`config.mk`:
```
export PLATFORM = sky130hd
export DESIGN_NAME = hazard_sequencer_flat
export DESIGN_NICKNAME = d
export VERILOG_FILES = /design/src/rtl/pipeline_pkg.sv /design/src/rtl/hazard_sequencer_if.sv /design/src/rtl/md_latency_counter.sv /design/src/rtl/hazard_sequencer.sv /design/src/flat_wrapper.sv
export SDC_FILE = /design/constraint.sdc
export NUM_CORES = 1
export LEC_CHECK = 0
export CAP_MARGIN = 40
export CORE_UTILIZATION = 40
export CTS_CLUSTER_DIAMETER = 150
export DETAILED_ROUTE_END_ITERATION = 12
export PLACE_DENSITY = 0.79
export RECOVER_POWER = 50
export REMOVE_ABC_BUFFERS = 1
export SLEW_MARGIN = 0
export SYNTH_ARGS = -nofsm -noshare
export SYNTH_HDL_FRONTEND = slang
export SYNTH_HIERARCHICAL = 1
export SYNTH_SLANG_ARGS = --single-unit
```
`constraint.sdc`:
```
create_clock -name clk -period 2.6 [get_ports clk]
set_input_delay 0.26 -clock clk [delete_from_list [all_inputs] [get_ports clk]]
set_output_delay 0.26 -clock clk [all_outputs]
set_load 0.03 [all_outputs]
```
`src/rtl/pipeline_pkg.sv`:
```
// Shared pipeline types: mult/div sequencer state, pipeline control bundle, forward-select codes.
package pipeline_pkg;

  localparam int unsigned REG_ADDR_W = 5;

  typedef enum logic {
    IDLE = 1'b0,
    BUSY = 1'b1
  } md_state_e;

  localparam logic [1:0] FWD_NONE   = 2'b00;
  localparam logic [1:0] FWD_MEM_WB = 2'b01;
  localparam logic [1:0] FWD_EX_MEM = 2'b10;

  typedef struct packed {
    logic pc_write;
    logic if_id_write;
    logic if_id_flush;
    logic id_ex_flush;
  } pipe_ctrl_t;

  localparam pipe_ctrl_t CTRL_RUN    = '{pc_write: 1'b1, if_id_write: 1'b1, if_id_flush: 1'b0, id_ex_flush: 1'b0};
  localparam pipe_ctrl_t CTRL_STALL  = '{pc_write: 1'b0, if_id_write: 1'b0, if_id_flush: 1'b0, id_ex_flush: 1'b1};
  localparam pipe_ctrl_t CTRL_BRANCH = '{pc_write: 1'b1, if_id_write: 1'b1, if_id_flush: 1'b1, id_ex_flush: 1'b1};

endpackage

```
`src/rtl/hazard_sequencer_if.sv`:
```
// Hazard sequencer bus: ID/EX decode observations in, pipeline control and mult/div status out.
interface hazard_sequencer_if;
  import pipeline_pkg::*;

  logic [REG_ADDR_W-1:0] id_rs_addr;
  logic [REG_ADDR_W-1:0] id_rt_addr;
  logic                  id_uses_rs;
  logic                  id_uses_rt;
  logic                  id_ex_MemRead;
  logic [REG_ADDR_W-1:0] id_ex_write_addr;
  logic                  id_jump;
  logic                  ex_branch_taken;
  logic                  id_md_start;
  logic                  id_md_is_div;
  logic                  id_reads_hilo;

  logic                  pc_write;
  logic                  if_id_write;
  logic                  if_id_flush;
  logic                  id_ex_flush;
  logic                  md_go;
  logic                  md_busy;
  logic                  md_done;

  modport master (
    output id_rs_addr, id_rt_addr, id_uses_rs, id_uses_rt, id_ex_MemRead, id_ex_write_addr,
           id_jump, ex_branch_taken, id_md_start, id_md_is_div, id_reads_hilo,
    input  pc_write, if_id_write, if_id_flush, id_ex_flush, md_go, md_busy, md_done
  );

  modport slave (
    input  id_rs_addr, id_rt_addr, id_uses_rs, id_uses_rt, id_ex_MemRead, id_ex_write_addr,
           id_jump, ex_branch_taken, id_md_start, id_md_is_div, id_reads_hilo,
    output pc_write, if_id_write, if_id_flush, id_ex_flush, md_go, md_busy, md_done
  );

endinterface

```
`src/rtl/md_latency_counter.sv`:
```
// Down-counter timing the mult/div busy window; last flags the final busy cycle.
module md_latency_counter #(
  parameter int unsigned CNT_W = 6
) (
  input  logic             clk,
  input  logic             reset,
  input  logic             load,
  input  logic [CNT_W-1:0] load_value,
  input  logic             enable,
  output logic [CNT_W-1:0] cnt,
  output logic             last
);

  always_ff @(posedge clk) begin
    if (reset) begin
      cnt <= '0;
    end else if (load) begin
      cnt <= load_value;
    end else if (enable && cnt != '0) begin
      cnt <= cnt - CNT_W'(1);
    end
  end

  assign last = (cnt == CNT_W'(1));

endmodule

```
`src/rtl/hazard_sequencer.sv`:
```
// Load-use / HI-LO stall detection, jump and branch flush sequencing, and mult/div busy window.
module hazard_sequencer
  import pipeline_pkg::*;
#(
  parameter int unsigned MULT_CYCLES = 4,
  parameter int unsigned DIV_CYCLES  = 32
) (
  input  logic         clk,
  input  logic         reset,
  hazard_sequencer_if.slave hz
);

  localparam int unsigned CNT_W = $clog2(DIV_CYCLES + 1);

  md_state_e        state_q;
  md_state_e        state_d;
  logic [CNT_W-1:0] cnt;
  logic [CNT_W-1:0] cnt_load_value;
  logic             cnt_last;
  logic             load_use;
  logic             md_busy_q;
  logic             md_stall;
  logic             stall;
  logic             md_go_c;
  pipe_ctrl_t       ctrl;

  assign md_busy_q = (state_q == BUSY);

  // Register 0 is never a real producer, so a load into it cannot create a hazard.
  assign load_use = hz.id_ex_MemRead && (hz.id_ex_write_addr != '0) &&
                    ((hz.id_uses_rs && (hz.id_ex_write_addr == hz.id_rs_addr)) ||
                     (hz.id_uses_rt && (hz.id_ex_write_addr == hz.id_rt_addr)));
  assign md_stall = md_busy_q && (hz.id_reads_hilo || hz.id_md_start);
  assign stall    = load_use || md_stall;

  assign cnt_load_value = hz.id_md_is_div ? CNT_W'(DIV_CYCLES) : CNT_W'(MULT_CYCLES);

  always_ff @(posedge clk) begin
    if (reset) begin
      state_q <= IDLE;
    end else begin
      state_q <= state_d;
    end
  end

  // Branch beats stall beats jump; a busy operation is never aborted by control flow.
  always_comb begin
    state_d = state_q;
    ctrl    = CTRL_RUN;
    md_go_c = 1'b0;
    if (reset) begin
      state_d = IDLE;
    end else begin
      if (hz.ex_branch_taken) begin
        ctrl = CTRL_BRANCH;
      end else if (stall) begin
        ctrl = CTRL_STALL;
      end else if (hz.id_jump) begin
        ctrl.if_id_flush = 1'b1;
      end
      md_go_c = hz.id_md_start && (state_q == IDLE) && !stall && !hz.ex_branch_taken;
      case (state_q)
        IDLE:    if (md_go_c) state_d = BUSY;
        BUSY:    if (cnt_last || cnt == '0) state_d = IDLE;
        default: state_d = IDLE;
      endcase
    end
  end

  md_latency_counter #(
    .CNT_W (CNT_W)
  ) u_md_latency_counter (
    .clk        (clk),
    .reset      (reset),
    .load       (md_go_c),
    .load_value (cnt_load_value),
    .enable     (md_busy_q),
    .cnt        (cnt),
    .last       (cnt_last)
  );

  assign hz.pc_write    = ctrl.pc_write;
  assign hz.if_id_write = ctrl.if_id_write;
  assign hz.if_id_flush = ctrl.if_id_flush;
  assign hz.id_ex_flush = ctrl.id_ex_flush;
  assign hz.md_go       = md_go_c;
  assign hz.md_busy     = md_busy_q && !reset;
  assign hz.md_done     = md_busy_q && cnt_last && !reset;

endmodule

```
`src/flat_wrapper.sv`:
```
// flat-port wrapper written by rule: the top's interface ports become plain ports
module hazard_sequencer_flat import pipeline_pkg::*;
#(
  parameter int unsigned MULT_CYCLES = 4,
  parameter int unsigned DIV_CYCLES  = 32
)
  (clk, reset, hz_id_rs_addr, hz_id_rt_addr, hz_id_uses_rs, hz_id_uses_rt, hz_id_ex_MemRead, hz_id_ex_write_addr, hz_id_jump, hz_ex_branch_taken, hz_id_md_start, hz_id_md_is_div, hz_id_reads_hilo, hz_pc_write, hz_if_id_write, hz_if_id_flush, hz_id_ex_flush, hz_md_go, hz_md_busy, hz_md_done);
  hazard_sequencer_if hz_i ();
  input  logic clk;
  input  logic reset;
  input wire logic [$bits(hz_i.id_rs_addr)-1:0] hz_id_rs_addr;
  input wire logic [$bits(hz_i.id_rt_addr)-1:0] hz_id_rt_addr;
  input wire logic [$bits(hz_i.id_uses_rs)-1:0] hz_id_uses_rs;
  input wire logic [$bits(hz_i.id_uses_rt)-1:0] hz_id_uses_rt;
  input wire logic [$bits(hz_i.id_ex_MemRead)-1:0] hz_id_ex_MemRead;
  input wire logic [$bits(hz_i.id_ex_write_addr)-1:0] hz_id_ex_write_addr;
  input wire logic [$bits(hz_i.id_jump)-1:0] hz_id_jump;
  input wire logic [$bits(hz_i.ex_branch_taken)-1:0] hz_ex_branch_taken;
  input wire logic [$bits(hz_i.id_md_start)-1:0] hz_id_md_start;
  input wire logic [$bits(hz_i.id_md_is_div)-1:0] hz_id_md_is_div;
  input wire logic [$bits(hz_i.id_reads_hilo)-1:0] hz_id_reads_hilo;
  output wire logic [$bits(hz_i.pc_write)-1:0] hz_pc_write;
  output wire logic [$bits(hz_i.if_id_write)-1:0] hz_if_id_write;
  output wire logic [$bits(hz_i.if_id_flush)-1:0] hz_if_id_flush;
  output wire logic [$bits(hz_i.id_ex_flush)-1:0] hz_id_ex_flush;
  output wire logic [$bits(hz_i.md_go)-1:0] hz_md_go;
  output wire logic [$bits(hz_i.md_busy)-1:0] hz_md_busy;
  output wire logic [$bits(hz_i.md_done)-1:0] hz_md_done;
  assign hz_i.id_rs_addr = hz_id_rs_addr;
  assign hz_i.id_rt_addr = hz_id_rt_addr;
  assign hz_i.id_uses_rs = hz_id_uses_rs;
  assign hz_i.id_uses_rt = hz_id_uses_rt;
  assign hz_i.id_ex_MemRead = hz_id_ex_MemRead;
  assign hz_i.id_ex_write_addr = hz_id_ex_write_addr;
  assign hz_i.id_jump = hz_id_jump;
  assign hz_i.ex_branch_taken = hz_ex_branch_taken;
  assign hz_i.id_md_start = hz_id_md_start;
  assign hz_i.id_md_is_div = hz_id_md_is_div;
  assign hz_i.id_reads_hilo = hz_id_reads_hilo;
  assign hz_pc_write = hz_i.pc_write;
  assign hz_if_id_write = hz_i.if_id_write;
  assign hz_if_id_flush = hz_i.if_id_flush;
  assign hz_id_ex_flush = hz_i.id_ex_flush;
  assign hz_md_go = hz_i.md_go;
  assign hz_md_busy = hz_i.md_busy;
  assign hz_md_done = hz_i.md_done;
  hazard_sequencer #(.MULT_CYCLES(MULT_CYCLES), .DIV_CYCLES(DIV_CYCLES)) u_core (.clk(clk), .reset(reset), .hz(hz_i));
endmodule
```
# After elaboration in Yosys (flattened, before gate mapping)
# Index checks and enable logic that the tools add are counted.
[word_totals]
out_inout_bits = 7
regBits = 7
inputBits = 25
word_cells = 43
[op_classes]
addsub = 1
reduce_logical = 23
mux = 13
bitwise = 1
eq_ne = 3
[op_table]
columns = ["cell", "count"]
rows = [
  ["$mux 6", 3],
  ["$logic_and 1x1->1", 12],
  ["$eq 5x5->1", 2],
  ["$mux 4", 2],
  ["$eq 6x1->1 const B", 1],
  ["$logic_not 6->1", 1],
  ["$mux 1", 6],
  ["$reduce_bool 6->1", 1],
  ["$sub 6x1->6 const B", 1],
  ["$reduce_bool 5->1", 1],
  ["$logic_or 1x1->1", 4],
  ["$logic_not 1->1", 3],
  ["$mux 2", 1],
  ["$pmux 1 s2", 1],
  ["$reduce_bool 2->1", 1],
  ["$not 1->1", 1],
]

# Depth between registers and ports, before layout
# Gate-level depths: netlist of run 1.
[depth]
depth_word = 10
depth_mapped = 8
depth_no_buf = 7

# Cells and area by module
# The synthesis of run 1 kept the hierarchy.
[by_module_without_submodules]
columns = ["mod", "seq_area_each_um2", "n_inst", "cells_per_inst", "area_each_um2"]
rows = [
  ["md_latency_counter", 120.1, 1, 49, 412.9],
  ["hazard_sequencer", 20.0, 1, 44, 292.8],
]

# Worst setup path after synthesis of run 1
# Ideal clock, no wire load.
[synth_timing]
path_type = "input to register"
start = "in hz_id_ex_write_addr[1]"
end = "reg u_core.u_md_latency_counter.cnt[1]"
arrival_time_ns = 2.211
setup_time_ns = 0.137
t_required_ns = 2.463
slack_ns = 0.252
cell_stages = 8
path_buffers = 1
path_cell_list = "or4_1 -> o21ai_2 -> inv_2 -> a21oi_1 -> clkbuf_1 -> nor3_1 -> o211ai_1 -> o221ai_1"
[synth_via]
elab_chain_cells = 10
word_cells_on_any_way = 15
classes_between = "eq/ne: 2; mux: 2; reduce/logical: 11"
[synth_lines]
columns = ["item", "line_no", "text"]
rows = [
  ["start, declared", "flat_wrapper.sv:16", "input wire logic [$bits(hz_i.id_ex_write_addr)-1:0] hz_id_ex_write_addr;"],
  ["$eq 5x5->1 (on tied branches)", "hazard_sequencer.sv:31, hazard_sequencer.sv:32", ""],
  ["$logic_and 1x1->1 (on tied branches)", "hazard_sequencer.sv:31, hazard_sequencer.sv:32", ""],
  ["$logic_or 1x1->1", "hazard_sequencer.sv:31", "((hz.id_uses_rs && (hz.id_ex_write_addr == hz.id_rs_addr)) ||"],
  ["$logic_and 1x1->1 *", "hazard_sequencer.sv:30", "assign load_use = hz.id_ex_MemRead && (hz.id_ex_write_addr != '0) &&"],
  ["$logic_or 1x1->1 *", "hazard_sequencer.sv:34", "assign stall = load_use || md_stall;"],
  ["$logic_not 1->1 *", "hazard_sequencer.sv:61", "md_go_c = hz.id_md_start && (state_q == IDLE) && !stall && !hz.ex_branch_taken;"],
  ["$logic_and 1x1->1 * (2 in a row)", "hazard_sequencer.sv:61", ""],
  ["$mux 1 *", "hazard_sequencer.sv:51", "if (reset) begin"],
  ["via hz_md_go", "flat_wrapper.sv:26", "output wire logic [$bits(hz_i.md_go)-1:0] hz_md_go;"],
  ["$mux 6 or $reduce_bool 2->1 (tied branches)", "--", ""],
  ["end signal, assigned", "md_latency_counter.sv:18", "cnt <= load_value;"],
  ["end signal, assigned", "md_latency_counter.sv:20", "cnt <= cnt - CNT_W'(1);"],
  ["end, declared", "md_latency_counter.sv:10", "output logic [CNT_W-1:0] cnt,"],
]
# Mark *: on every way through the listed nets, which the timed path passes. The rest lies on a longest branch.
# A chain may end at the register's enable or synchronous reset.

# Final worst setup path of run 1
[layout_timing]
start = "in hz_id_ex_write_addr[1]"
end = "out hz_id_ex_flush"
[layout_via]
elab_chain_cells = 8
word_cells_on_any_way = 12
classes_between = "eq/ne: 2; mux: 3; reduce/logical: 7"
[layout_lines]
columns = ["item", "line_no", "text"]
rows = [
  ["$eq 5x5->1 (on tied branches)", "hazard_sequencer.sv:31, hazard_sequencer.sv:32", ""],
  ["$logic_and 1x1->1 (on tied branches)", "hazard_sequencer.sv:31, hazard_sequencer.sv:32", ""],
  ["$logic_or 1x1->1", "hazard_sequencer.sv:31", ""],
  ["$logic_and 1x1->1 *", "hazard_sequencer.sv:30", ""],
  ["$logic_or 1x1->1 *", "hazard_sequencer.sv:34", ""],
  ["$mux 1 *", "hazard_sequencer.sv:56", "end else if (stall) begin"],
  ["$mux 4 *", "hazard_sequencer.sv:54", "if (hz.ex_branch_taken) begin"],
  ["$mux 4 *", "hazard_sequencer.sv:51", ""],
  ["end, declared", "flat_wrapper.sv:25", "output wire logic [$bits(hz_i.id_ex_flush)-1:0] hz_id_ex_flush;"],
]
# Mark *: on every way between the ends. The rest lies on a longest branch, timed or not.

==> PnR_summary.wiki, run 1 <==
{| class="wikitable"
! Metric !! Value
|-
| Worst EP required || 2.34 ns
|-
| Floorplan die area || 0.00194 mm²
|-
| Number of buffers inserted to repair setup after CTS || 0
|-
| Cell count after synthesis || 93
|-
| Clock buffers created by TritonCTS || 3
|-
| Gp weighted congestion || 0.769
|-
| Antenna violations before repair || 0
|-
| Detailed-route wire length || 1.91 mm
|-
| Clock Sinks || 7
|-
| Drt first-iter violations || 21
|-
| Highest-count cells in the layout ignoring fill and taps || clkdlybuf4s50_1 (25), buf_4 (13), inv_1 (10), xnor2_1 (10), dfxtp_1 (7)
|-
| Total cell area at the placement stage || 0.00110 mm²
|-
| Achievable Freq || 0.416 GHz
|-
| Comb power frac || 0.484
|-
| Clock skew after layout || 0.00740 ns
|-
| Final standard cell area without fillers || 0.00112 mm²
|-
| Die Wd || 44 µm
|-
| Post-DP HPWL || 1.54 mm
|-
| Drt pass-1 iters || 4
|-
| Met3 routing resource usage after global routing || 0.0583
|-
| Final net count || 167
|-
| Fillcell total || 144
|-
| TritonCTS clock tree || yes
|-
| Layout area overhead || 59.0%
|-
| Relative contribution of sequential cells to total power || 0.303
|-
| Slack of the critical path || 0.195 ns
|-
| Diode count || 0
|-
| Design Power || 0.492 mW
|-
| Number of warning messages in the yosys log || 6
|-
| Sw Share || 0.376
|-
| Clock-pin slew of the registers on the worst-case setup and hold paths || 0.05 ns
|-
| Max-cap check violation count || 0
|-
| Leading register cell type out of synthesis || dfxtp_1
|-
| Switching pwr || 0.185 mW
|-
| Crit path DAT || 2.14 ns
|-
| Final hold vios || 0
|-
| Leak pwr || 0.436 nW
|-
| GRT Util Overall || 0.216
|-
| Crit start category || primary input
|-
| Type of the worst min-delay path || register to register
|-
| CORE AREA || 0.00158 mm²
|-
| Power Internal || 0.307 mW
|-
| Startpoint of the most critical hold path || u_core/u_md_latency_counter/cnt[5]$_SDFFE_PP0P_
|-
| CP startpoint || hz_id_ex_write_addr[1]
|-
| Vias in the first global route || 797
|-
| Wire length of the first global-routing pass || 3.11 mm
|-
| DR vias/cell || 5.51
|-
| Clock network fraction of total power || 0.213
|-
| Ratio of final minimum period to clock period || 0.925
|-
| Max H-tree Level || 1
|-
| PwrDens || 438 mW/mm²
|-
| Crit Reg-Reg Startpoint || u_core/md_busy_q$_SDFF_PP0_
|-
| Number of flip-flops and latches in the synthesized netlist || 7
|-
| Detailed-route via count || 849
|-
| Number of ports placed on the die boundary || 32
|-
| Met2 Track Usage GR || 0.400
|-
| Async SR Flop Fraction || 0
|-
| Final design utilization || 0.712
|-
| Total negative slack || 0 ns
|-
| Clock insertion delay at the later pin of the skew report || 0.26 ns
|-
| Initial core utilization || 0.448
|-
| Die span in y || 44 µm
|-
| Fraction of layout cells with a size suffix above 1 || 0.159
|-
| Maximum number of buffers from clock root to sink || 2
|-
| Average wire length per cell after detail routing || 12.4 µm
|-
| Worst slack, placed || -0.0691 ns
|-
| Critical Path Sink Type || output pin
|-
| VDD IR-drop max || 0.212 mV
|-
| Unrepaired setup endpoints after global routing || no
|-
| Post-synthesis sequential area ratio || 0.199
|-
| Maximum number of pins on one net before global-route repair || 13
|-
| Pins Over Slew Limit || 0
|-
| Worst Setup Path Type || primary input to output pin
|-
| Met1 usage || 0.229
|-
| Cell area after synthesis || 706 µm²
|-
| Syn Area/Cell || 7.59 µm²
|-
| Number of input and output port buffers inserted || 31
|-
| # DRC || 0
|-
| Run status || completed
|-
| GRT Max-Usage Layer || met2
|-
| Most common cell after layout, fill and taps aside || clkdlybuf4s50_1
|-
| Root Buffer Master || clkbuf_4
|-
| Crit path max fanout || 2
|-
| Unique masters post-synth || 40
|-
| Total grt overflow || 0
|-
| Number of enable flip-flop cells after synthesis || 0
|-
| Antenna violation net count after detailed routing || 0
|-
| Tmin final || 2.40 ns
|-
| Std cell rows || 14
|-
| Final setup vio count || 0
|}
==> cell type report <==
class,instances,area [µm²],area share
clock buffers,4,26.3,0.0234
inverters,11,41.3,0.0368
multi-input cells,75,520,0.464
flip-flops and latches,7,140,0.125
well taps,16,20.0,0.0178
repair buffers,41,374,0.333
==> metrics by stage <==
step,hold slack [ns],std cells
4_1_cts,0.558,154
3_3_place_gp,0.529,150
2_1_floorplan,0.332,93
6_report,0.568,154
5_1_grt,0.581,154
3_5_place_dp,0.547,150
==> Yosys cell counts (2+ instances only) <==
library cell,count,share of area
nor4_1,2,0.018
o21ai_0,4,0.028
a221oi_1,2,0.025
xnor2_1,10,0.12
dfxtp_1,7,0.20
nor3_1,4,0.028
a21oi_1,4,0.028
and2_1,2,0.018
o211ai_1,3,0.032
or4_1,2,0.021
nand4_1,2,0.018
inv_1,10,0.053
nor2b_1,2,0.018
ha_1,3,0.053
or3_1,2,0.018
nor2_1,5,0.027
a311oi_1,2,0.025
nand2_1,5,0.027
==> power groups by stage <==
stage	Sequential [mW]	Clock (mW)	Combinational [mW]
6_report	0.149	0.105	0.238
3_3_place_gp	0.149	0	0.230
2_1_floorplan	0.143	0	0.136
4_1_cts	0.148	0.109	0.236
3_5_place_dp	0.151	0	0.236
5_1_grt	0.151	0.115	0.258
==> sequential cells by signal, summed over array words and instances (netlist names) <==
register,flops
u_core/u_md_latency_counter/cnt,6
u_core/md_busy_q,1
==> worst max-delay path, stage by stage <==
cell,delay [ns]
clkdlybuf4s50_1,0.42
or4_1,0.54
o21ai_2,0.17
inv_2,0.05
a311o_1,0.34
dlygate4sd2_1,0.36
==> repair_timing <==
item,in CTS,in global routing
gates resized for setup,1,0
endpoints found under the setup margin,1,0
hold buffers,0,0
==> path summary, 6_finish.rpt <==
path / cells after the start / slack (ns) / endpoint
worst max-delay path: 6 / 0.20 / hz_id_ex_flush
worst min-delay path: 2 / 0.57 / u_core/u_md_latency_counter/cnt[5]$_SDFFE_PP0P_
worst max register to register: 3 / 0.79 / u_core/u_md_latency_counter/cnt[5]$_SDFFE_PP0P_
worst min register to register: 2 / 0.57 / u_core/u_md_latency_counter/cnt[5]$_SDFFE_PP0P_
==> per-layer routing <==
metal  vias up  share of wire
met5         -              0
met4         0         0.0010
met3         2          0.085
met2        45           0.52
met1       370           0.40
li1        432              -
==> logic make-up after synthesis <==
| kind of cell | share of synthesized area |
|---|---|
| compound gates | 0.275 |
| xor+xnor | 0.124 |
| fa+ha+maj | 0.0532 |
| buf+inv | 0.0798 |
| flops | 0.199 |
| other cells | 0.00531 |
| simple gates | 0.264 |
(Power assumes the default switching activity.)
==> inputs of run 2 (changes only) <==
Settings changed: SLEW_MARGIN 0 to 20.
==> results of run 2 <==
The final DEF is identical to that of run 1; final timing and power are the same.
==> inputs of run 3 (changes only) <==
Settings changed: ABC_AREA from default to 1, PLACE_DENSITY 0.79 to 0.75.
==> run 3 against run 2 <==
Via count up 19%. Critical endpoint is now hz_if_id_flush. Final area rose by 7.6%. Cell count grew 42%. First-iteration DRC count increased by 4.8%. Power decreased by 2.9%. Synthesized area increased by 19%. Sequential share of layout area shrank 0.88 points.
==> PnR_summary.wiki, run 3 <==
{| class="wikitable"
! Metric !! Value
|-
| Run status || completed
|-
| Slack of the worst reg-to-reg path || 0.69 ns (-0.10 ns)
|-
| Crit Reg-Reg Startpoint || u_core/md_busy_q$_SDFF_PP0_
|-
| Layout area overhead || 43.6%
|-
| Die Wd || 47.8 µm (+8.7%)
|-
| Most common cell after layout, fill and taps aside || nand2_1
|-
| Leak pwr || 0.648 nW (+49%)
|-
| Clock buffers created by TritonCTS || 3 (unchanged)
|-
| Crit path DAT || 2.11 ns (-0.03 ns)
|-
| Async SR Flop Fraction || 0 (unchanged)
|-
| Highest-count cells in the layout ignoring fill and taps || nand2_1 (51), clkdlybuf4s50_1 (30), inv_1 (25)
|-
| Detailed-route wire length || 2.04 mm (+6.6%)
|-
| Initial core utilization || 0.429 (-0.0190)
|-
| VDD IR-drop max || 0.309 mV (+46%)
|-
| Comb power frac || 0.500 (+0.016)
|-
| Number of enable flip-flop cells after synthesis || 0 (unchanged)
|-
| Tmin final || 2.37 ns (-0.0375 ns)
|-
| Worst slack, placed || 0.220 ns (+0.289 ns)
|-
| Worst Setup Path Type || primary input to output pin
|-
| Max-cap check violation count || 0 (unchanged)
|-
| Gp weighted congestion || 0.903 (+17%)
|-
| Cell count after synthesis || 153 (+65%)
|-
| Final net count || 220 (+32%)
|-
| Wire length of the first global-routing pass || 3.03 mm (-2.6%)
|-
| WHS Endpoint || u_core/u_md_latency_counter/cnt[0]$_SDFFE_PP0P_
|-
| Final hold vios || 0 (unchanged)
|-
| Total negative slack || 0 ns (unchanged)
|-
| Number of input and output port buffers inserted || 31 (unchanged)
|-
| Number of warning messages in the yosys log || 6 (unchanged)
|-
| Number of buffers inserted to repair setup after CTS || 0 (unchanged)
|-
| Clock insertion delay at the later pin of the skew report || 0.25 ns (about the same)
|-
| Logic depth of the worst register-to-register path || 10 (+7)
|-
| Floorplan die area || 0.00229 mm² (+18%)
|-
| GRT Util Overall || 0.185 (-0.0312)
|-
| Slack of the critical path || 0.233 ns (+0.0375 ns)
|-
| Maximum number of buffers from clock root to sink || 2 (unchanged)
|-
| Root Buffer Master || clkbuf_4
|-
| Drt pass-1 iters || 5 (+1)
|-
| Post-synthesis sequential area ratio || 0.167 (-0.0319)
|-
| Worst EP required || 2.34 ns (about the same)
|-
| Crit path max fanout || 5 (+3)
|-
| Flip-flop count of the largest register, all copies and words added || 6 (unchanged)
|-
| Syn Area/Cell || 5.50 µm² (-28%)
|-
| Crit start category || primary input
|-
| Number of flip-flops and latches in the synthesized netlist || 7 (unchanged)
|-
| CORE AREA || 0.00196 mm² (+24%)
|-
| Vias in the first global route || 828 (+3.9%)
|-
| Clock network fraction of total power || 0.205 (-0.008)
|-
| Final standard cell area without fillers || 0.00121 mm² (+7.6%)
|-
| Quantity of hold-fixing buffers added after cts || 0 (unchanged)
|-
| Sw Share || 0.393 (+0.0174)
|-
| Max H-tree Level || 1 (unchanged)
|-
| Clock Sinks || 7 (unchanged)
|-
| End of the worst register-to-register path || u_core/u_md_latency_counter/cnt[1]$_SDFFE_PP0P_
|-
| Top cells by instance count after synthesis || nand2_1 (50), inv_1 (24), nor2_1 (21), nand3_1 (14), dfxtp_1 (7)
|-
| Post-DP HPWL || 1.78 mm (+15%)
|-
| Std cell rows || 16 (+2)
|-
| Cell area after synthesis || 841 µm² (+19%)
|-
| Achievable Freq || 0.422 GHz (+1.6%)
|-
| Diode count || 0 (unchanged)
|-
| Largest cells by area after synthesis || nand2_1 (22%), dfxtp_1 (17%), inv_1 (11%), nor2_1 (9.4%), nand3_1 (8.3%)
|-
| Final setup vio count || 0 (unchanged)
|-
| Fillcell total || 220 (+53%)
|-
| Critical Path Sink Type || output pin
|-
| Unique masters post-synth || 25 (-38%)
|-
| Die span in y || 47.8 µm (+8.7%)
|-
| Yosys top cell area share || 0.223 (+0.0246)
|-
| Pins Over Slew Limit || 0 (unchanged)
|-
| Antenna violation net count after detailed routing || 0 (unchanged)
|-
| Total cell area at the placement stage || 0.00120 mm² (+9.0%)
|-
| Largest area contributor in the netlist || nand2_1
|-
| # DRC || 0 (unchanged)
|-
| Largest register by flop count || u_core/u_md_latency_counter/cnt
|-
| Detailed-route via count || 1,009 (+19%)
|-
| Hold path depth || 2 (unchanged)
|-
| Clock skew after layout || 0.00642 ns (-0.000971 ns)
|-
| Power Internal || 0.290 mW (-5.6%)
|-
| DR vias/cell || 4.63 (-16%)
|-
| Relative contribution of sequential cells to total power || 0.295 (-0.008)
|-
| Number of ports placed on the die boundary || 32 (unchanged)
|-
| Clock-pin slew of the registers on the worst-case setup and hold paths || 0.05 ns (about the same)
|-
| Average wire length per cell after detail routing || 9.36 µm (-25%)
|-
| Fraction of layout cells with a size suffix above 1 || 0.0942 (-0.0652)
|-
| Antenna violations before repair || 0 (unchanged)
|-
| Startpoint of the most critical hold path || u_core/u_md_latency_counter/cnt[0]$_SDFFE_PP0P_
|-
| Final design utilization || 0.615 (-0.0965)
|-
| Type of the worst min-delay path || register to register
|-
| Unrepaired setup endpoints after global routing || no
|-
| Drt first-iter violations || 22 (+4.8%)
|-
| PwrDens || 395 mW/mm² (-9.8%)
|-
| Post-CTS resize count || 0 (-1)
|-
| TritonCTS clock tree || yes
|-
| Ratio of final minimum period to clock period || 0.911 (-0.0144)
|-
| Switching pwr || 0.188 mW (+1.6%)
|-
| Leading register cell type out of synthesis || dfxtp_1
|-
| Top-count cell post-synth || nand2_1
|-
| Total grt overflow || 0 (unchanged)
|-
| Maximum number of pins on one net before global-route repair || 10 (-3)
|}
-- run 3: cell count changes in the layout (fill, tap and decap cells not counted), moves of 3 or more --
cell and change:
buf_4 -12, nand3_2 +3, xnor2_1 -9, inv_2 +3
inv_1 +15, clkdlybuf4s50_1 +5, nor2_1 +16, nand3_1 +13
nor3_1 -4, o211ai_1 -3, nand2_1 +46
-- run 3: how the worst max path moves through the flow --
stage | start | to | slack (ns) | cells past startpoint
2_1_floorplan | hz_id_ex_write_addr[0] | u_core/u_md_latency_counter/cnt[3]$_SDFFE_PP0P_ | 0.97 | 10
3_3_place_gp | hz_id_ex_write_addr[0] | hz_md_go | 0.26 | 9
3_5_place_dp | hz_id_ex_write_addr[0] | hz_md_go | 0.22 | 9
4_1_cts | hz_id_ex_write_addr[0] | hz_md_go | 0.22 | 9
5_1_grt | hz_id_ex_write_addr[3] | u_core/u_md_latency_counter/cnt[1]$_SDFFE_PP0P_ | 0.09 | 15
6_report | hz_id_ex_write_addr[0] | hz_if_id_flush | 0.23 | 9
-- run 3: kinds of logic (layout without fill, tap and decap cells) --
logic type | after synthesis | after routing | share of synthesized area
buffers and inverters | 31 | 66 | 0.147
AOI/OAI and AO/OA | 12 | 12 | 0.0937
adders and majority gates | 3 | 3 | 0.0446
other | 1 | 4 | 0.00446
DFF | 7 | 7 | 0.167
xor gates and xnor gates | 2 | 2 | 0.0208
and+or+nand+nor | 97 | 97 | 0.522
-- run 3: critical path, stage by stage --
cell and delay (ns):
clkdlybuf4s50_1 0.48, nor2_1 0.14, nand3_1 0.08, o21ai_1 0.12, inv_1 0.06, nand2_2 0.08
nand2_1 0.07, a21oi_1 0.13, clkdlybuf4s50_1 0.68
-- run 3: power by group through the flow --
stage	combinational (mW)	sequential [mW]	clock [mW]
floorplan	0.161	0.138	0
global placement	0.235	0.142	0
detailed placement	0.241	0.143	0
CTS	0.242	0.141	0.101
global route	0.268	0.143	0.109
finish	0.239	0.141	0.0978
-- run 3: per-stage QoR --
step	power (mW)	instances	hold slack, ns
after global placement	0.377	214	0.522
final	0.477	218	0.535
after CTS	0.485	218	0.536
after floorplan	0.299	154	0.322
after detailed placement	0.384	214	0.528
after global routing	0.520	218	0.566
-- run 3: final cells by class --
type / count / area, µm² / area share
repair buffers: 33 / 322 / 0.266
clock buffers: 4 / 26.3 / 0.0218
multi-input cells: 118 / 577 / 0.478
inverters: 29 / 109 / 0.0902
well taps: 27 / 33.8 / 0.0280
flip-flops and latches: 7 / 140 / 0.116
-- run 3: per-layer routing --
metal / share of wire / GRT usage / up-vias / wire length (µm)
li1: - / - / 542 / -
met1: 0.43 / 0.211 / 440 / 870
met2: 0.53 / 0.354 / 27 / 1080
met3: 0.043 / 0.0566 / 0 / 87
met4: 0 / 0 / 0 / 0
met5: 0 / 0 / - / 0
==> RTL change (settings of run 3) <==
`DIV_CYCLES` is set to 32 in 2 places; all go to 64.
--- a/src/rtl/hazard_sequencer.sv
+++ b/src/rtl/hazard_sequencer.sv
@@ -3,7 +3,7 @@
   import pipeline_pkg::*;
 #(
   parameter int unsigned MULT_CYCLES = 4,
-  parameter int unsigned DIV_CYCLES  = 32
+  parameter int unsigned DIV_CYCLES  = 64
 ) (
   input  logic         clk,
   input  logic         reset,
--- a/src/flat_wrapper.sv
+++ b/src/flat_wrapper.sv
@@ -2,7 +2,7 @@
 module hazard_sequencer_flat import pipeline_pkg::*;
 #(
   parameter int unsigned MULT_CYCLES = 4,
-  parameter int unsigned DIV_CYCLES  = 32
+  parameter int unsigned DIV_CYCLES  = 64
 )
   (clk, reset, hz_id_rs_addr, hz_id_rt_addr, hz_id_uses_rs, hz_id_uses_rt, hz_id_ex_MemRead, hz_id_ex_write_addr, hz_id_jump, hz_ex_branch_taken, hz_id_md_start, hz_id_md_is_div, hz_id_reads_hilo, hz_pc_write, hz_if_id_write, hz_if_id_flush, hz_id_ex_flush, hz_md_go, hz_md_busy, hz_md_done);
   hazard_sequencer_if hz_i ();
Behaviour: no difference found for any inputs over 10 cycles, from zero or initial values and one cycle with reset high; that may be too few to reach the edited logic, so the function may still have changed.
==> RTL change against run 3 <==
Register-to-register slack better by 0.07 ns; sequential power up 15%; utilization up 1.1 points; via count up 2.7%; power up 12%; final area up 5.9%; synthesized area up 6.7%; critical path depth unchanged; clock power down 3.6%; worst setup slack worse by 0.067 ns; wire length up 9.0%; sequential cell count up 1; critical path type unchanged; largest cell class unchanged; largest power group unchanged.
==> RTL change: results (changes against run 3) <==
Result of the run: finished, final reports clean (unchanged). The total of fill cells in the finished design is 218 (was 220). The total placed instance area came to 1260 um^2 (was 1200 um^2). The largest net degree at the start of global routing came out at 11 (was 10).

The worst reg-to-reg setup slack is 0.76 ns (was 0.69 ns). The count of flip-flops and latches is 8 (was 7). The critical register-to-register path endpoint is u_core/u_md_latency_counter/cnt[4] (was u_core/u_md_latency_counter/cnt[1]). The fraction of area in multi-input gates was 47.9% (was 47.8%). The overall global routing resource usage came out at 20.3% (was 18.5%).

Cells taking the most area after synthesis: nand2_1 18%, dfxtp_1 18%, inv_1 11%, nor2_1 10%, nand3_1 5.0% (was nand2_1 22%, dfxtp_1 17%, inv_1 11%, nor2_1 9.4%, nand3_1 8.3%). The adder-cell share of the synthesized area is 4.18% (was 4.46%). The flip-flop count of the largest register, all copies and words added came to 7 (was 6).

The critical path endpoint is hz_md_go (was hz_if_id_flush). The number of cells after detailed placement is 224 (was 214). The startpoint of the lowest-slack hold path is u_core/u_md_latency_counter/cnt[1] (was u_core/u_md_latency_counter/cnt[0]). The switching share of total power is 41.1% (was 39.3%). The largest voltage drop on the vdd net is 303 uV (was 309 uV).

The number of multi-input logic gates is 123 (was 118). The maximum clock skew at final layout came out at 0.00364 ns (was 0.00642 ns). The met3 layer wire length in the routed design came out at 112 um (was 87 um).

The data arrival time at the worst-slack endpoint is 2.17 ns (was 2.11 ns). The violation count after the first detailed-route iteration is 19 (was 22). The global-route wire length before repair came out at 3850 um (was 3030 um). The share of power burned in the clock network is 17.6% (was 20.5%).

The fraction of final layout cells with drive strength greater than 1 is 11.5% (was 9.42%). The register area came out at 160 um^2 (was 140 um^2). The proportion of final cell area spent on non-clock buffers is 25.4% (was 26.6%).
-- RTL change: changes by cell type after synthesis, moves of 2 or more --
| cell | run 3 | this run |
|---|---|---|
| nand3_1 | 14 | 9 |
| nor2_1 | 21 | 25 |
| nand2_2 | 1 | 4 |
| inv_1 | 24 | 26 |
| nand2_1 | 50 | 44 |
| inv_2 | 5 | 7 |
| o21ai_0 | 3 | 6 |
| nor3_1 | 0 | 2 |
-- RTL change: worst min path at each step --
| stage | endpoint | slack [ns] | depth (start not counted) |
|---|---|---|---|
| CTS | u_core/u_md_latency_counter/cnt[1] | 0.54 | 2 |
| global placement | u_core/u_md_latency_counter/cnt[1] | 0.52 | 2 |
| floorplan | u_core/u_md_latency_counter/cnt[6] | 0.32 | 1 |
| global route | u_core/u_md_latency_counter/cnt[1] | 0.55 | 2 |
| finish | u_core/u_md_latency_counter/cnt[1] | 0.54 | 2 |
| detailed placement | u_core/u_md_latency_counter/cnt[1] | 0.53 | 2 |
